[src/rtl/i2s_tx.sv]
// i2s_tx: master-mode I2S transmitter with a one-entry valid/ready holding buffer.
// Ports: sclk/rst (async, active-high) clock and reset; en run request sampled at frame
// boundaries; in_valid/in_ready/left_in/right_in sample-pair handshake; lrclk word select
// (0 = left); sdata serial data, MSB first with one-bit delay; underrun pulse on empty load.
module i2s_tx #(
    parameter int DATA_W = 16
) (
    input  logic              sclk,
    input  logic              rst,
    input  logic              en,
    input  logic              in_valid,
    output logic              in_ready,
    input  logic [DATA_W-1:0] left_in,
    input  logic [DATA_W-1:0] right_in,
    output logic              lrclk,
    output logic              sdata,
    output logic              underrun
);
    localparam int CW = $clog2(2 * DATA_W);
    localparam logic [CW-1:0] LAST = CW'(2 * DATA_W - 1);
    localparam logic [CW-1:0] HALF = CW'(DATA_W);
    localparam logic [CW-1:0] ONE  = CW'(1);

    typedef enum logic {IDLE, RUN} state_t;

    state_t              state_q, state_d;
    logic [CW-1:0]       cnt_q, cnt_d;
    logic                hold_full_q, hold_full_d;
    logic [DATA_W-1:0]   hold_l_q, hold_l_d, hold_r_q, hold_r_d;
    logic [2*DATA_W-1:0] shift_q, shift_d, frame;
    logic                lrclk_q, lrclk_d, sdata_q, sdata_d, underrun_q, underrun_d;
    logic                accept, load, busy;

    assign in_ready = !hold_full_q;
    assign lrclk    = lrclk_q;
    assign sdata    = sdata_q;
    assign underrun = underrun_q;

    assign accept = in_valid && !hold_full_q;
    // A load happens on the IDLE->RUN edge or at every frame boundary while enabled.
    assign load   = en && ((state_q == IDLE) ? hold_full_q : (cnt_q == '0));
    assign busy   = (state_q == RUN) && (cnt_q != '0);
    // An empty buffer at load time sends a silent frame; an accept on the same edge lands in hold.
    assign frame  = hold_full_q ? {hold_l_q, hold_r_q} : '0;

    always_ff @(posedge sclk or posedge rst) begin
        if (rst) begin
            state_q     <= IDLE;
            cnt_q       <= '0;
            hold_full_q <= 1'b0;
            hold_l_q    <= '0;
            hold_r_q    <= '0;
            shift_q     <= '0;
            lrclk_q     <= 1'b0;
            sdata_q     <= 1'b0;
            underrun_q  <= 1'b0;
        end else begin
            state_q     <= state_d;
            cnt_q       <= cnt_d;
            hold_full_q <= hold_full_d;
            hold_l_q    <= hold_l_d;
            hold_r_q    <= hold_r_d;
            shift_q     <= shift_d;
            lrclk_q     <= lrclk_d;
            sdata_q     <= sdata_d;
            underrun_q  <= underrun_d;
        end
    end

    always_comb begin
        state_d = load ? RUN : (cnt_q == '0) ? IDLE : state_q;
    end

    always_comb begin
        cnt_d       = load ? ONE : busy ? ((cnt_q == LAST) ? '0 : cnt_q + ONE) : '0;
        // The shifter holds the bits still to come; its MSB is the next bit on the line.
        shift_d     = load ? (frame << 1) : (shift_q << 1);
        sdata_d     = load ? frame[2*DATA_W-1] : busy ? shift_q[2*DATA_W-1] : 1'b0;
        lrclk_d     = cnt_d >= HALF;
        underrun_d  = load && !hold_full_q;
        hold_full_d = (load && hold_full_q) ? 1'b0 : accept ? 1'b1 : hold_full_q;
        hold_l_d    = accept ? left_in : hold_l_q;
        hold_r_d    = accept ? right_in : hold_r_q;
    end
endmodule

[config.mk]
export PLATFORM = sky130hd
export DESIGN_NAME = i2s_tx
export DESIGN_NICKNAME = d
export VERILOG_FILES = /design/src/rtl/i2s_tx.sv
export SDC_FILE = /design/constraint.sdc
export NUM_CORES = 1
export LEC_CHECK = 0
export CORE_ASPECT_RATIO = 0.8
export CORE_MARGIN = 2
export CORE_UTILIZATION = 58
export DETAILED_ROUTE_END_ITERATION = 10
export GPL_TIMING_DRIVEN = 0
export PLACE_DENSITY = 0.94
export SLEW_MARGIN = 25
export SYNTH_ARGS = -nofsm -noshare
export SYNTH_HDL_FRONTEND = slang
export SYNTH_SLANG_ARGS = --single-unit
[constraint.sdc]
create_clock -name sclk -period 3.6 [get_ports sclk]
set_clock_uncertainty 0.15 [all_clocks]
set_input_delay 0.54 -clock sclk [delete_from_list [all_inputs] [get_ports sclk]]
set_output_delay 0.54 -clock sclk [all_outputs]
set_load 0.005 [all_outputs]
==> flow_metrics.py <==
metrics = {
    "status": {
        "run_status": "completed",
    },
    "worst_setup_path": {
        "required_ns": 2.91,
        "worstSetupPathType": "register to primary output",
        "cp.arrival_ns": 2.04,
        "r2r_cells": 7,
        "end_kind": "primary output",
        "start_kind": "register",
        "critPathMaxFanout": 10,
    },
    "yosys": {
        "synth_seq_area_share": 0.6204,
        "syn_area_um2": 2904,
        "synthMuxAreaShare": 0.1241,
        "synth_top_family_by_area": "multiplexers",
        "synth_simple_gate_area_frac": 0.08445,
        "yosys.area_share.adder": 0.01293,
        "synth_xor_area_frac": 0.006032,
        "ys_types": 26,
        "syn_inst": 214,
        "synth_compound_area_frac": 0.1094,
        "synth_area_leaders": "dfrtp_1, mux2_2, o2bb2ai_1",
        "synth.avg_cell_area_um2": 13.57,
        "synth_seq_cells": 72,
        "yosysTopAreaCellShare": 0.6204,
        "syn_nets": 253,
        "synth.largest_area_cell": "dfrtp_1",
        "yosys_warnings": 0,
    },
    "run": {
        "drv_cap": 0,
    },
    "floorplanning": {
        "start_util": 0.5901,
        "fp.dieH_um": 67.29,
        "rows": 23,
        "dieArea_um2": 5592,
        "io_pins": 40,
        "die_w_um": 83.11,
        "core_um2": 4921,
    },
    "cts": {
        "htree_levels": 3,
        "cts_root_buf": "clkbuf_8",
        "hold_buffers": 0,
        "cts_tree": "yes",
        "cts_setup_buffers": 0,
        "clk_pin_slew_ns": 0.07,
        "cts_sinks": 72,
        "clock_path_buffers": 2,
        "worstSkewPairLatency_ns": 0.34,
        "cts_buffers": 9,
        "cts-resized-gates": 0,
    },
    "cells_and_area": {
        "final_nets": 303,
        "stdcell_count": 328,
        "fin_util": 0.7218,
        "syn2layout_area_growth_pct": 22.32,
        "final_common_cell": "dfrtp_1",
        "layout-drive-gt1-share": 0.2180,
        "final_cell_mix": "dfrtp_1, clkdlybuf4s50_1, nand3_1, mux2_2, o2bb2ai_1",
        "n_antenna_cell": 0,
        "finish.instance_area_um2": 3552,
    },
    "worst_hold_path": {
        "hp-class": "register to register",
        "holdPathStages": 1,
    },
    "detailed_routing": {
        "via_per_inst": 5.710,
        "final_antenna_net_count": 0,
        "routed-via-count": 1873,
        "wl_per_cell_um": 17.07,
        "drt_pass1_iterations": 4,
        "route.detailed.drc": 0,
        "drt_iter0_drc": 92,
        "routed_wl_mm": 5.598,
    },
    "placement": {
        "dp_slack_ns": 1.224,
        "globalplace.congestion": 0.8130,
        "placed_cells": 315,
        "dp_hpwl_mm": 3.913,
        "numPortBuffers": 38,
        "place_area_um2": 3392,
    },
    "timing": {
        "worst_pin_slew_ns": 0.4914,
        "setup_viol": 0,
        "grt_setup_unrepaired": "no",
        "min_period_ns": 2.725,
        "hold_violations": 0,
        "min_period_over_period": 0.7570,
        "timing.fmax_mhz": 367.0,
        "setup_ws_ns": 0.8748,
        "maxSlewHeadroom": 0.6724,
        "slew_violations": 0,
        "fin_setup_tns_ns": 0,
    },
    "global_routing": {
        "track_usage": 0.2143,
        "grt_max_degree": 59,
        "grt_pass1_wl_mm": 8.949,
        "grt_pass1_vias": 1869,
        "grt_overflow": 0,
        "antenna_found_initial": 0,
    },
    "pwr": {
        "p_leak_nw": 1.523,
        "ir_drop_mv": 0.3663,
        "p_per_area_nw_per_um2": 799.7,
    },
}
## kinds of logic (layout without fill, tap and decap cells)
kind of cell / count (synthesis) / count (layout)
simple gates: 47 / 47
compound gates: 35 / 35
xor+xnor: 2 / 2
flops: 72 / 72
fa+ha+maj: 3 / 3
buf+inv: 23 / 75
mux: 32 / 32
## cell type report
cell class                      instances  area [um^2]
Multi-Input combinational cell        119        978.4
Buffer                                 19        108.9
Sequential cell                        72         1802
Clock buffer                           12        155.1
Clock inverter                          1        5.005
Fill cell                             330         1369
Inverter                                4        17.52
Tap cell                               62        77.57
Timing Repair Buffer                   39        407.9
## metrics by stage
| stage | power (mW) | hold slack (ns) |
|---|---|---|
| final | 2.841 | 0.3069 |
| after global routing | 2.996 | 0.3151 |
| after CTS | 2.855 | 0.3072 |
| after detailed placement | 2.317 | 0.2930 |
| after global placement | 2.233 | 0.2854 |
| after floorplan | 2.017 | 0.2829 |
## Yosys cell counts (all sizes together)
cell type	n
buf	10
and2	1
xnor2	1
clkbuf	9
a21bo	1
o21ai	1
nand3	33
o31ai	1
a31oi	1
ha	3
nand2b	1
mux2	32
nand2	2
o21a	1
nor2	3
o2bb2ai	30
dfrtp	72
nor2b	1
xor2	1
and3	3
inv	4
nor3	2
or4b	1
## worst max-delay path, cell delays in order, from the launching register on
cell             delay (ns)
dfrtp_1                0.35
clkbuf_1               0.36
clkbuf_1               0.45
inv_1                  0.07
clkdlybuf4s50_1        0.45
## flip-flops by register name (all words and copies together), names as in the netlist
register	count
hold_r_q	16
state_q	1
hold_l_q	16
hold_full_q	1
cnt_q	5
underrun	1
shift_q	31
sdata	1
## layer usage
layer,track usage,routed length [um]
met5,0,0
met4,0.06762,48
met3,0.08557,283
met2,0.3488,2701
met1,0.2692,2563
## power by group
group	switching (mW)	internal, mW
Sequential	0.180	1.17
Clock	0.264	0.275
Combinational	0.462	0.488
Total	0.905	1.94
## path summary, 6_finish.rpt
path | start | to | slack [ns]
worst max-delay path | hold_full_q | in_ready | 0.87
worst min-delay path | shift_q[26] | shift_q[27] | 0.31
worst max register to register | cnt_q[0] | shift_q[18] | 1.54
worst min register to register | shift_q[26] | shift_q[27] | 0.31
max in group asynchronous | rst | sdata | 2.46
min in group asynchronous | rst | hold_r_q[2] | 0.32
(Power assumes the default switching activity.)
